==> config.mk <==
export PLATFORM = sky130hd
export DESIGN_NAME = apb_wakeup_timer
export DESIGN_NICKNAME = d
export VERILOG_FILES = /design/src/rtl/apb_wakeup_timer_pkg.sv /design/src/rtl/ls_clk_edge_sync.sv /design/src/rtl/apb_wakeup_timer.sv
export SDC_FILE = /design/constraint.sdc
export NUM_CORES = 1
export LEC_CHECK = 0
export CAP_MARGIN = 15
export CORE_MARGIN = 5
export CORE_UTILIZATION = 56
export CTS_CLUSTER_SIZE = 28
export DETAILED_ROUTE_END_ITERATION = 10
export PLACE_DENSITY = 0.86
export SETUP_SLACK_MARGIN = 0.02
export SYNTH_ARGS = -nofsm -noshare
export SYNTH_HDL_FRONTEND = slang
export SYNTH_SLANG_ARGS = --single-unit
==> constraint.sdc <==
create_clock -name HCLK -period 3.4 [get_ports HCLK]
set_input_delay 0.34 -clock HCLK [delete_from_list [all_inputs] [get_ports HCLK]]
set_output_delay 0.34 -clock HCLK [all_outputs]
set_load 0.02 [all_outputs]
==> src/rtl/apb_wakeup_timer_pkg.sv <==
// Shared event-unit definitions: wake-up timer register map and CTRL/STATUS bit positions.
// Latency: n/a (constants and pure helper functions).
// Backpressure: n/a.
package apb_wakeup_timer_pkg;

    localparam logic [1:0] REG_CTRL   = 2'd0;
    localparam logic [1:0] REG_CMP    = 2'd1;
    localparam logic [1:0] REG_COUNT  = 2'd2;
    localparam logic [1:0] REG_STATUS = 2'd3;

    localparam int CTRL_EN_BIT       = 0;
    localparam int CTRL_PERIODIC_BIT = 1;
    localparam int CTRL_EVT_EN_BIT   = 2;
    localparam int CTRL_IRQ_EN_BIT   = 3;

    localparam int STATUS_MATCH_BIT  = 0;

    typedef struct packed {
        logic irq_en;
        logic evt_en;
        logic periodic;
        logic en;
    } ctrl_t;

    function automatic ctrl_t ctrl_from_bits(input logic [3:0] w);
        ctrl_t c;
        c.en       = w[CTRL_EN_BIT];
        c.periodic = w[CTRL_PERIODIC_BIT];
        c.evt_en   = w[CTRL_EVT_EN_BIT];
        c.irq_en   = w[CTRL_IRQ_EN_BIT];
        return c;
    endfunction

    function automatic logic [31:0] ctrl_to_word(input ctrl_t c);
        logic [31:0] w;
        w                    = '0;
        w[CTRL_EN_BIT]       = c.en;
        w[CTRL_PERIODIC_BIT] = c.periodic;
        w[CTRL_EVT_EN_BIT]   = c.evt_en;
        w[CTRL_IRQ_EN_BIT]   = c.irq_en;
        return w;
    endfunction

endpackage

==> src/rtl/ls_clk_edge_sync.sv <==
// Brings the 32 kHz reference into HCLK and emits one tick per rising edge (or every cycle in bypass).
// Latency: edge sampled at the end of cycle k gives tick in cycle k+2.
// Backpressure: none; free-running.
module ls_clk_edge_sync (
    input  logic HCLK,
    input  logic HRESET,
    input  logic clk32_i,
    input  logic clk32_en_i,
    output logic tick
);

    logic [2:0] sync_q;

    always_ff @(posedge HCLK) begin
        if (HRESET) begin
            sync_q <= '0;
        end else begin
            sync_q <= {sync_q[1:0], clk32_i};
        end
    end

    // sync_q[0] may be metastable; the edge is taken from the two settled stages
    assign tick = ~clk32_en_i | (sync_q[1] & ~sync_q[2]);

endmodule

==> src/rtl/apb_wakeup_timer.sv <==
// APB wake-up timer: counts low-speed ticks, pulses event_o and flags a level irq on compare match.
// Latency: match tick -> event_o/irq_o next HCLK; APB read data combinational in the access phase.
// Backpressure: none; PREADY tied high, no wait states.
module apb_wakeup_timer
    import apb_wakeup_timer_pkg::*;
#(
    parameter int APB_ADDR_WIDTH = 12,
    parameter int CNT_WIDTH      = 32
) (
    input  logic                      HCLK,
    input  logic                      HRESET,
    input  logic [APB_ADDR_WIDTH-1:0] PADDR,
    input  logic [31:0]               PWDATA,
    input  logic                      PWRITE,
    input  logic                      PSEL,
    input  logic                      PENABLE,
    output logic [31:0]               PRDATA,
    output logic                      PREADY,
    output logic                      PSLVERR,
    input  logic                      clk32_i,
    input  logic                      clk32_en_i,
    output logic                      event_o,
    output logic                      irq_o
);

    logic                 tick;
    logic [1:0]           reg_idx;
    logic                 wr_access;
    logic                 rd_access;
    logic                 wr_ctrl;
    logic                 wr_cmp;
    logic                 wr_count;
    logic                 wr_status;
    logic                 cnt_go;
    logic                 hit;
    logic                 unused_bits;

    ctrl_t                ctrl_q;
    ctrl_t                ctrl_d;
    logic [CNT_WIDTH-1:0] cmp_q;
    logic [CNT_WIDTH-1:0] cmp_d;
    logic [CNT_WIDTH-1:0] count_q;
    logic [CNT_WIDTH-1:0] count_d;
    logic                 match_q;
    logic                 match_d;
    logic                 event_q;
    logic                 irq_q;

    ls_clk_edge_sync u_edge_sync (
        .HCLK       (HCLK),
        .HRESET     (HRESET),
        .clk32_i    (clk32_i),
        .clk32_en_i (clk32_en_i),
        .tick       (tick)
    );

    assign reg_idx   = PADDR[3:2];
    assign wr_access = PSEL & PENABLE & PWRITE;
    assign rd_access = PSEL & PENABLE & ~PWRITE;
    assign wr_ctrl   = wr_access & (reg_idx == REG_CTRL);
    assign wr_cmp    = wr_access & (reg_idx == REG_CMP);
    assign wr_count  = wr_access & (reg_idx == REG_COUNT);
    assign wr_status = wr_access & (reg_idx == REG_STATUS);

    // A software COUNT write owns the counter for that cycle: no increment, no match
    assign cnt_go = ctrl_q.en & tick & ~wr_count;
    assign hit    = cnt_go & (count_q == cmp_q);

    always_comb begin
        ctrl_d  = ctrl_q;
        cmp_d   = cmp_q;
        count_d = count_q;
        match_d = match_q;

        if (cnt_go) begin
            count_d = hit ? '0 : count_q + CNT_WIDTH'(1);
        end
        if (hit && !ctrl_q.periodic) begin
            ctrl_d.en = 1'b0;
        end

        if (wr_ctrl) begin
            ctrl_d = ctrl_from_bits(PWDATA[3:0]);
        end
        if (wr_cmp) begin
            cmp_d = PWDATA[CNT_WIDTH-1:0];
        end
        if (wr_count) begin
            count_d = PWDATA[CNT_WIDTH-1:0];
        end
        if (wr_status && PWDATA[STATUS_MATCH_BIT]) begin
            match_d = 1'b0;
        end
        // hardware set beats a simultaneous write-1-to-clear
        if (hit) begin
            match_d = 1'b1;
        end
    end

    always_ff @(posedge HCLK) begin
        if (HRESET) begin
            ctrl_q  <= '0;
            cmp_q   <= '0;
            count_q <= '0;
            match_q <= 1'b0;
            event_q <= 1'b0;
            irq_q   <= 1'b0;
        end else begin
            ctrl_q  <= ctrl_d;
            cmp_q   <= cmp_d;
            count_q <= count_d;
            match_q <= match_d;
            event_q <= hit & ctrl_q.evt_en;
            irq_q   <= match_d & ctrl_d.irq_en;
        end
    end

    always_comb begin
        PRDATA = '0;
        if (rd_access) begin
            case (reg_idx)
                REG_CTRL:   PRDATA = ctrl_to_word(ctrl_q);
                REG_CMP:    PRDATA[CNT_WIDTH-1:0] = cmp_q;
                REG_COUNT:  PRDATA[CNT_WIDTH-1:0] = count_q;
                REG_STATUS: PRDATA[STATUS_MATCH_BIT] = match_q;
                default:    PRDATA = '0;
            endcase
        end
    end

    assign PREADY      = 1'b1;
    assign PSLVERR     = 1'b0;
    assign event_o     = event_q;
    assign irq_o       = irq_q;
    assign unused_bits = ^{PADDR, PWDATA};

endmodule

======== After elaboration in Yosys (flattened, before gate mapping) ========
Cells that the tools add are included.
storage, ports and cells
  logic and storage cells ................. 49
  input bits .............................. 51
  flip-flop bits (word level) ............. 74
cells by class
  equality and inequality tests ........... 4
  muxes and demuxes ....................... 10
  reductions and logical operators ........ 6
  add/sub/neg operators ................... 1
  bitwise logic cells ..................... 18
operator list
  kind                   number
  $mux 32                4
  $pmux 31 s3            1
  $add 32x1->32 const B  1
  $eq 32x32->1           1
  $and 1x1->1            13
  $eq 2x2->1 const B     2
  $mux 4                 1
  $not 1->1              4
  $pmux 1 s4             1
  $reduce_bool 2->1      2
  $mux 1                 3
  $eq 2x1->1 const B     1
  $logic_and 1x1->1      2
  $logic_not 2->1        1
  $logic_not 1->1        1
  $or 1x1->1             1

======== Depth between registers and ports, before layout ========
Gate-level depths: netlist of the first run.
  depth after elaboration ................. 10
  depth in mapped cells ................... 9
  gate-level depth less buffers ........... 7

======== Cells and area by module ========
From an unflattened synthesis of the first run, not the netlist that was laid out.
unflattened totals
  cells, all modules ...................... 565
  area, all modules ....................... 4461.8 um^2
modules (own cells, without submodules)
  module            area an instance (um^2)  cells each  times used
  apb_wakeup_timer  4372.9                   557         1
  ls_clk_edge_sync  88.8                     8           1

======== Worst setup path before layout of the first run ========
No wires, ideal clock.
  path kind ............................... register -> register
  start ................................... register count_q[0]
  end ..................................... register count_q[24]
  setup time .............................. 120 ps
  stages on the path, launching flop included .. 8
  clock period less this slack ............ 2179 ps
  required time ........................... 3280 ps
  slack ................................... 1221 ps
  arrival ................................. 2060 ps
  path through ............................ dfxtp_1 -> ha_1 -> nand3_2 -> or4_1 -> nor2_1 -> nand4_1 -> and3_1 -> o31a_1
on the way
  longest elaborated chain between the ends .. 5
  elaborated cells on any way between the ends .. 6
ends and longest elaborated chain
  element                                                line                     source
  start, declared                                        apb_wakeup_timer.sv:42   logic [CNT_WIDTH-1:0] count_q;
  start signal, assigned                                 apb_wakeup_timer.sv:111  count_q <= count_d;
  branches (longest 2 deep; another with $add 32x1->32)  -
  $mux 32 (*)                                            apb_wakeup_timer.sv:76   count_d = hit ? '0 : count_q + CNT_WIDTH'(1);
  $mux 32 (*)                                            apb_wakeup_timer.sv:75   if (cnt_go) begin
  $mux 32 (*)                                            apb_wakeup_timer.sv:88   if (wr_count) begin
Mark *: on every way between the ends. The select of a mux whose other input is x is not followed.
A chain may end at the register's enable or synchronous reset.

======== Final worst setup path of the first run ========
  start ................................... register count_q[10]
  end ..................................... register count_q[24]
The elaborated chain is that of the path after synthesis.

==> results of run 1 <==
## state kept, by name, summed over array words and instances (netlist names)
| register | flops |
|---|---|
| irq_o | 1 |
| count_q | 32 |
| event_o | 1 |
| u_edge_sync.sync_q | 3 |
| match_q | 1 |
| cmp_q | 32 |
| ctrl_q | 4 |
## worst max-delay path, cell delays in order (launching register included)
cell and delay (ns):
dfxtp_1 0.44, xor2_1 0.17, nor4_1 0.57, nand4_1 0.33, o21ai_2 0.92, nor3_1 0.12, o31a_1 0.31
## cells in the mapped netlist, drive strengths merged, types with 8 or more instances
master / n / area, um2
dfxtp: 74 / 1480
clkbuf: 30 / 113
xor2: 33 / 289
nand4: 11 / 68.8
nor4: 10 / 68.8
a21oi: 45 / 225
a22oi: 45 / 338
a31oi: 22 / 138
nor2: 51 / 199
or3: 19 / 119
nand3: 31 / 170
a22o: 8 / 70.1
nand2: 84 / 315
buf: 22 / 110
## final cells by class
class | count | area, um2 | area share [%]
Multi-Input combinational cell | 436 | 2600 | 49.1
Sequential cell | 74 | 1480 | 28.0
Timing Repair Buffer | 91 | 863 | 16.3
Clock buffer | 10 | 138 | 2.60
Tap cell | 102 | 128 | 2.41
Clock inverter | 6 | 66.3 | 1.25
Inverter | 5 | 18.8 | 0.354
## report_power, final
group	leakage (nW)	switching, W	internal [W]
Combinational	1.09	0.000282	0.000199
Clock	0.0945	0.000354	0.000358
Sequential	0.599	0.0000938	0.000919
Total	1.78	0.000730	0.00148
## logic make-up (layout without fill, tap and decap cells)
logic type,count (synthesis),after routing
AOI/OAI and AO/OA,142,142
xor gates and xnor gates,37,37
adders and majority gates,1,1
buffers and inverters,57,112
DFF,74,74
muxes,7,7
other,2,2
and+or+nand+nor,247,247
## routing by layer
| metal | wire, um | vias up | track usage (%) |
|---|---|---|---|
| met2 | 6230 | 227 | 43.1 |
| met3 | 1190 | 57 | 5.57 |
| met4 | 489 | 0 | 13.2 |
| met5 | 0 | - | 0 |
| li1 | - | 2131 | - |
| met1 | 5230 | 2100 | 35.3 |
## through the flow
step	hold slack [ns]	util [%]
after floorplan	0.414	-
after global placement	0.424	67.0
after detailed placement	0.427	67.0
after CTS	0.446	69.7
after global routing	0.463	69.7
final	0.444	69.7
## path summary, 6_finish.rpt
| kind | startpoint | to | slack (ns) | depth (start not counted) |
|---|---|---|---|---|
| hold reg to reg | u_edge_sync.sync_q[0] | u_edge_sync.sync_q[1] | 0.44 | 1 |
| hold / removal | u_edge_sync.sync_q[0] | u_edge_sync.sync_q[1] | 0.44 | 1 |
| setup reg to reg | count_q[10] | count_q[24] | 0.42 | 6 |
| setup / recovery | count_q[10] | count_q[24] | 0.42 | 6 |
==> metrics.txt, run 1 <==
Clock Tree Buf Depth=2; PnR worst setup slack=about 0.42 ns; Sink Count=74; cts bufs inserted=9; Worst Hold Class=reg -> reg; Fmax achieved=about 340 MHz; final slew viol count=0; Leak=1.78 nW; Adder-Cell Fraction of Synth Area=less than 1%; H-tree depth=3; total power=approximately 0.0022 W; status=completed; warnings from Yosys=0; post-DR wirelength/cell=approximately 18 um; Slew @ Worst Pin=between 1 and 1.5 ns; Synth Area in Compound Gates=between 20 and 25%; initial antenna violation count=0; net count after synthesis=approximately 620; DIE HEIGHT=97.7 um; Seq/Total Area, Yosys=between 30% and 40%; RSZ-0062 raised after global routing=no; number of routed nets with antenna violations=0; Final Non-Filler Cells=724; mapped cell area=between 4000 and 5000 um2; IO Count=just under 90; largest family of logic cells by synthesized area=simple AND/OR/NAND/NOR gates; routed vias/inst=~6.2; Post-CTS Hold Buffers=0; Critical Path AT=around 3.2 ns; Crit Path Class=reg -> reg; DP Area=5090 um2; fin area=5300 um2; Most used DFF post-synth=dfxtp_1; via count=around 4500; Core ar.=~7600 um2; DR DRC count=0; clock skew=between 0.006 and 0.007 ns; first-pass GRT wire length=21400 um; 1st-pass router iterations=5; #FFs+latches synth=between 70 and 80; Sum Neg Setup Slack=0 ns; # Max-Cap Violations=0; EDFF count, synth=0; CTS clock-pin slew for the worst setup and hold paths=approximately 0.08 ns; TritonCTS clock tree=yes; Gate Count Post-Synth=567; fill count=between 600 and 700; Rel. slew slack=roughly 27%; post-synthesis xor/xnor area fraction=under 10%; Initial Util=56.7%; global placer's final weighted congestion=between 0.9 and 1; worst endpoint required time=between 3 and 4 ns; clk_lat worst skew=about 0.36 ns; Post-DP HPWL=8800 um; peak supply drop=between 0.2 and 0.3 mV; total global routing overflow=0; Final min period=2.98 ns; Post-CTS Resized=0; Avg Cell Area, Syn=roughly 7.6 um2; pin count of the biggest net entering global routing=43; Startpoint Class=register; final-report setup violation count=0; Post-Synth Simple-Gate Area=~28%; n_diodes=0; num rows=32; vias in the first global route=between 4000 and 5000; fin crit share=87.5%; Power Dens Cells=between 400 and 500 nW/um2; final hold vios=0; crit path max fanout=27; most common cell after layout, fill and taps aside=nand2_1; area grow syn2layout=22.9%; die width=~98 um; Yosys cell types=50; Die ar.=9550 um2; PortBufs=74; CP Capture Type=register; Placed Cells incl. Taps=between 700 and 800; Post CTS Setup Buffer Count=0; DR iter-0 viols=roughly 520; Place WS=just under 0.6 ns; ratio of cells with drive above 1 in the final layout=under 10%; final wirelength=around 13000 um; Async S/R FF share, synth=0%; most frequent cells in the layout=nand2_1 (84), dfxtp_1 (74), clkdlybuf4s50_1 (73); Clock Root Buffer=clkbuf_8; multiplexer share of the synthesized area=between 1.5 and 2%; final net count=~670; overall routing resource usage=between 20% and 30%
Note: power is estimated with default switching activity, not from simulation.
==> run 2: changes to the inputs <==
- CORE_UTILIZATION: 56 -> 58
- CTS_BUF_LIST: default -> sky130_fd_sc_hd__clkbuf_8
- PLACE_DENSITY: 0.86 -> 0.89
==> run 2 against run 1 <==
Via count is 2.3% higher. Sequential power hardly changed. Global-route usage is 2.4 points higher. Register-to-register slack better by 0.11 ns. Largest power group unchanged.
==> metrics.txt, run 2 (synthesized netlist as in run 1, its figures left out) <==
num rows=31 (was 32); via count=4620 (was 4515); Slew @ Worst Pin=1.03 ns (was 1.09 ns); fin crit share=86.8% (was 87.5%); IO Count=87 (unchanged); Critical Path Max Stage Delay=0.75 ns (was 0.92 ns); Critical Path AT=2.61 ns (was 3.23 ns); post-layout util=73.5% (was 69.7%); Fmax achieved=339 MHz (was 336 MHz); # Max-Cap Violations=0 (unchanged); routed vias/inst=6.43 (was 6.24); crit path max fanout=28 (was 27); RR Endpoint=count_q[24] (unchanged); Post-CTS Hold Buffers=0 (unchanged); Initial Util=59.4% (was 56.7%); DIE HEIGHT=96.2 um (was 97.7 um); post-DR wirelength/cell=18.4 um (was 18.1 um); Post-DP HPWL=8930 um (was 8800 um); clk_lat worst skew=0.36 ns (about the same); reg2reg setup slack=0.53 ns (was 0.42 ns); Final Non-Filler Cells=719 (was 724); worst endpoint required time=3.06 ns (was 3.66 ns); crit path to=PRDATA[25] (was count_q[24]); Critical Path, Cell by Cell=clkdlybuf4s50_1 -> nor2b_2 -> buf_4 -> a22oi_1 -> nor2_1 -> clkdlybuf4s50_1 (was xor2_1 -> nor4_1 -> nand4_1 -> o21ai_2 -> nor3_1 -> o31a_1); Sum Neg Setup Slack=0 ns (unchanged); TritonCTS clock tree=yes (unchanged); 1st-pass router iterations=7 (was 5); final slew viol count=0 (unchanged); Power Dens Cells=442 nW/um2 (was 416 nW/um2); peak supply drop=0.244 mV (was 0.258 mV); most common cell after layout, fill and taps aside=nand2_1 (unchanged); cts bufs inserted=9 (unchanged); Clock Tree Buf Depth=2 (unchanged); n_diodes=0 (unchanged); initial antenna violation count=0 (unchanged); top flop regs=cmp_q: 32 flops, count_q: 32 flops, ctrl_q: 4 flops (unchanged); worst reg2reg path depth=6 (unchanged); fill count=577 (was 620); ratio of cells with drive above 1 in the final layout=7.42% (was 7.72%); Die ar.=9260 um2 (was 9550 um2); Leak=1.80 nW (was 1.78 nW); area grow syn2layout=23.6% (was 22.9%); Critical Path Slowest Stage Cell=clkdlybuf4s50_1 (was o21ai_2); Rel. slew slack=31.3% (was 27.3%); final hold vios=0 (unchanged); Crit path top cell by count=clkdlybuf4s50_1; final net count=667 (was 669); Critical Path Start=PADDR[2] (was count_q[10]); H-tree depth=3 (unchanged); Post CTS Setup Buffer Count=0 (unchanged); number of routed nets with antenna violations=0 (unchanged); Startpoint Class=primary input (was register); clock skew=0.00929 ns (was 0.00671 ns); Post-CTS Resized=0 (unchanged); total power=0.00236 W (was 0.00221 W); Reg2Reg Launch Point=count_q[10] (unchanged); overall routing resource usage=29.6% (was 27.2%); status=completed (unchanged); worst hold start=u_edge_sync.sync_q[0] (unchanged); PnR worst setup slack=0.449 ns (was 0.425 ns); final-report setup violation count=0 (unchanged); die width=96.2 um (was 97.7 um); Placed Cells incl. Taps=703 (was 708); final wirelength=13300 um (was 13100 um); Final min period=2.95 ns (was 2.98 ns); DR DRC count=0 (unchanged); most frequent cells in the layout=nand2_1 (84), dfxtp_1 (74), clkdlybuf4s50_1 (73) (unchanged); Sink Count=74 (unchanged); RSZ-0062 raised after global routing=no (unchanged); total global routing overflow=0 (unchanged); Crit Path Class=in -> out (was reg -> reg); DR iter-0 viols=486 (was 516); vias in the first global route=4390 (was 4353); global placer's final weighted congestion=0.968 (was 0.937); CP Capture Type=output pin (was register); CTS clock-pin slew for the worst setup and hold paths=0.08 ns (about the same); Core ar.=7250 um2 (was 7610 um2); PortBufs=74 (unchanged); first-pass GRT wire length=21200 um (was 21400 um); Worst Hold Class=reg -> reg (unchanged); pin count of the biggest net entering global routing=44 (was 43); Clock Root Buffer=clkbuf_8 (unchanged); Place WS=0.504 ns (was 0.578 ns)
-- run 2: cell types whose count changed in the layout (fill, tap and decap cells not counted) --
cell,before,now
buf_4,17,15
bufinv_16,1,3
clkinv_2,1,0
clkinvlp_4,3,2
-- run 2: final cells by class --
class	instances	area (um2)	area share [%]
inverters	5	18.8	0.352
clock inverters	6	114	2.14
repair buffers	89	848	15.9
multi-input cells	436	2600	48.9
flip-flops and latches	74	1480	27.8
well taps	99	124	2.33
clock buffers	10	138	2.58
-- run 2: power by group --
group          switching (W)  internal [W]
Combinational       0.000285      0.000198
Sequential         0.0000971      0.000919
Clock               0.000348      0.000508
-- run 2: how the worst min path moves through the flow --
stage | endpoint | slack [ns] | cells after the start
after floorplan | u_edge_sync.sync_q[1] | 0.41 | 1
after global placement | u_edge_sync.sync_q[1] | 0.42 | 1
after detailed placement | u_edge_sync.sync_q[1] | 0.43 | 1
after CTS | u_edge_sync.sync_q[1] | 0.45 | 1
after global routing | u_edge_sync.sync_q[1] | 0.47 | 1
final | u_edge_sync.sync_q[1] | 0.45 | 1
-- run 2: critical path, delay by kind of cell --
| kind | cells | cell delay (ns) |
|---|---|---|
| buffers and inverters | 3 | 1.73 |
| AND/OR/NAND/NOR | 2 | 0.39 |
| AO/OA/AOI/OAI | 1 | 0.14 |
-- run 2: metal layers --
metal	track usage (%)	vias to the layer above	wire length, um
li1	-	2124	-
met1	35.6	2151	5070
met2	49.7	301	6410
met3	7.90	44	1380
met4	12.0	0	399
met5	0	-	0
-- run 2: metrics by stage --
stage                     hold WS [ns]  instance area (um2)
after floorplan                  0.414                 4310
after global placement           0.422                 5080
after detailed placement         0.433                 5080
after CTS                        0.452                 5330
after global routing             0.466                 5330
final                            0.453                 5330
==> run 3: changes to the inputs <==
- CELL_PAD_IN_SITES_DETAIL_PLACEMENT: default -> 1
- CELL_PAD_IN_SITES_GLOBAL_PLACEMENT: default -> 2
- CORE_UTILIZATION: 58 -> 33
- PLACE_DENSITY: 0.89 -> default
- PLACE_DENSITY_LB_ADDON: default -> 0.1
==> run 3 against run 2 <==
Sequential share of layout area is essentially flat. Die area grew 67%. Highest routed layer unchanged. Maximum frequency is essentially flat. Largest cell class unchanged. Setup slack gained 0.0023 ns.
==> metrics.txt, run 3 (synthesized netlist as in run 1, its figures left out) <==
Sink Count=74 (unchanged); number of routed nets with antenna violations=0 (unchanged); final wirelength=15500 um (was 13300 um); area of the multi-input gates=2610 um2 (was 2600 um2); WL met3=701 um (was 1380 um); fin crit share=86.7% (was 86.8%); Sum Neg Setup Slack=0 ns (unchanged); overall routing resource usage=20.2% (was 29.6%); DIE HEIGHT=124 um (was 96.2 um); clock skew=0.00714 ns (was 0.00929 ns); M1 WL=7120 um (was 5070 um); FF+latch area=1480 um2 (unchanged); Fmax achieved=339 MHz (about the same); Worst Hold Class=reg -> reg (unchanged); Top delay family on crit path=simple AND/OR/NAND/NOR gates (was buffers and inverters); power share of the combinational group=23.6% (was 20.5%); routed vias/inst=5.54 (was 6.43); ratio of cells with drive above 1 in the final layout=7.10% (was 7.42%); CP Capture Type=register (was output pin); area grow syn2layout=23.7% (was 23.6%); DR iter-0 viols=302 (was 486); cts bufs inserted=9 (unchanged); crit path max fanout=11 (was 28); Initial Util=33.9% (was 59.4%); Startpoint Class=register (was primary input); 1st-pass router iterations=4 (was 7); num rows=41 (was 31); Net Sw Frac=34.5% (was 31.0%); Clk pwr share=27.4% (was 36.3%); total global routing overflow=0 (unchanged); final slew viol count=0 (unchanged); Sequential Power Share=49.0% (was 43.2%); clk_lat worst skew=0.36 ns (about the same); Critical Path Max Stage Delay=0.69 ns (was 0.75 ns); peak supply drop=0.184 mV (was 0.244 mV); Crit Path Class=reg -> reg (was in -> out); Critical Path Slowest Stage Cell=nor4_1 (was clkdlybuf4s50_1); # Max-Cap Violations=0 (unchanged); Post CTS Setup Buffer Count=0 (unchanged); most common cell after layout, fill and taps aside=nand2_1 (unchanged); TritonCTS clock tree=yes (unchanged); first-pass GRT wire length=25400 um (was 21200 um); Clock Root Buffer=clkbuf_8 (unchanged); fill count=1572 (was 577); DR DRC count=0 (unchanged); Psw=0.000716 W (was 0.000730 W); most frequent cells in the layout=nand2_1 (84), dfxtp_1 (74), clkdlybuf4s50_1 (73) (unchanged); CTS clock-pin slew for the worst setup and hold paths=0.08 ns (about the same); top flop regs=cmp_q: 32 flops, count_q: 32 flops, ctrl_q: 4 flops (unchanged); Slew @ Worst Pin=0.905 ns (was 1.03 ns); post-DR wirelength/cell=19.6 um (was 18.4 um); Clock Tree Buf Depth=2 (unchanged); Post-CTS Resized=0 (unchanged); pin count of the biggest net entering global routing=39 (was 44); Int Power=0.00136 W (was 0.00163 W); die width=124 um (was 96.2 um); final-report setup violation count=0 (unchanged); Final min period=2.95 ns (about the same); final net count=670 (was 667); Critical Path AT=3.20 ns (was 2.61 ns); Buffers & Inverters on Critical Path=1 (was 3); Rel. slew slack=39.7% (was 31.3%); IO Count=87 (unchanged); Power Dens Cells=389 nW/um2 (was 442 nW/um2); n_diodes=0 (unchanged); Max Used Layer=met4 (unchanged); vias in the first global route=4581 (was 4390); met2 WL=7500 um (was 6410 um); final hold vios=0 (unchanged); Leak=1.78 nW (was 1.80 nW); status=completed (unchanged); via count=4384 (was 4620); PortBufs=74 (unchanged); Post-CTS Hold Buffers=0 (unchanged); initial antenna violation count=0 (unchanged); RSZ-0062 raised after global routing=no (unchanged); Post-DP HPWL=11100 um (was 8930 um); Die ar.=15500 um2 (was 9260 um2); Core ar.=12700 um2 (was 7250 um2); Critical Path, Cell by Cell=xor2_1 -> nor4_1 -> nand4_1 -> o21ai_2 -> buf_4 -> nor3_1 -> o31a_1 (was clkdlybuf4s50_1 -> nor2b_2 -> buf_4 -> a22oi_1 -> nor2_1 -> clkdlybuf4s50_1); H-tree depth=3 (unchanged); worst endpoint required time=3.65 ns (was 3.06 ns); global placer's final weighted congestion=0.830 (was 0.968); Fin Hold WS=0.449 ns (was 0.453 ns)
## run 3: cell count changes in the layout (fill, tap and decap cells not counted), sizes merged
cell | before | now
buf | 16 | 19
clkinvlp | 2 | 0
clkbuf | 10 | 9
bufinv | 3 | 0
inv | 4 | 7
## run 3: worst paths after layout
kind / start / endpoint / slack [ns] / depth (start not counted)
worst max-delay path: count_q[8] / count_q[4] / 0.45 / 7
worst min-delay path: u_edge_sync.sync_q[0] / u_edge_sync.sync_q[1] / 0.45 / 1
worst max register to register: count_q[8] / count_q[4] / 0.45 / 7
worst min register to register: u_edge_sync.sync_q[0] / u_edge_sync.sync_q[1] / 0.45 / 1
## run 3: area by class of cell
cell class,instances,share of cell area (%)
clock inverters,4,0.305
repair buffers,92,16.3
well taps,172,4.03
clock buffers,9,2.32
inverters,5,0.352
multi-input cells,436,48.9
flip-flops and latches,74,27.8
## run 3: metrics by stage
stage                     cells  cell area, um2  util [%]  setup WS, ns  total power, W
after floorplan             567            4310         -          1.22         0.00132
after global placement      779            5190      40.8         0.565         0.00151
after detailed placement    779            5190      40.8         0.515         0.00153
after CTS                   792            5330      41.9         0.496         0.00210
after global routing        792            5330      41.9         0.267         0.00220
final                       792            5330      41.9         0.451         0.00207
## run 3: power by group through the flow
stage | logic [W] | registers (W) | clock network (W)
6_report | 0.000489 | 0.00102 | 0.000568
5_1_grt | 0.000542 | 0.00103 | 0.000626
3_3_place_gp | 0.000483 | 0.00103 | 0
2_1_floorplan | 0.000342 | 0.000981 | 0
4_1_cts | 0.000495 | 0.00101 | 0.000594
3_5_place_dp | 0.000492 | 0.00104 | 0
## run 3: metal layers
layer  up-vias  track usage (%)
met5         -                0
met3        19             4.93
met1      2157             26.0
met2        84             34.2
li1       2124                -
met4         0             4.77
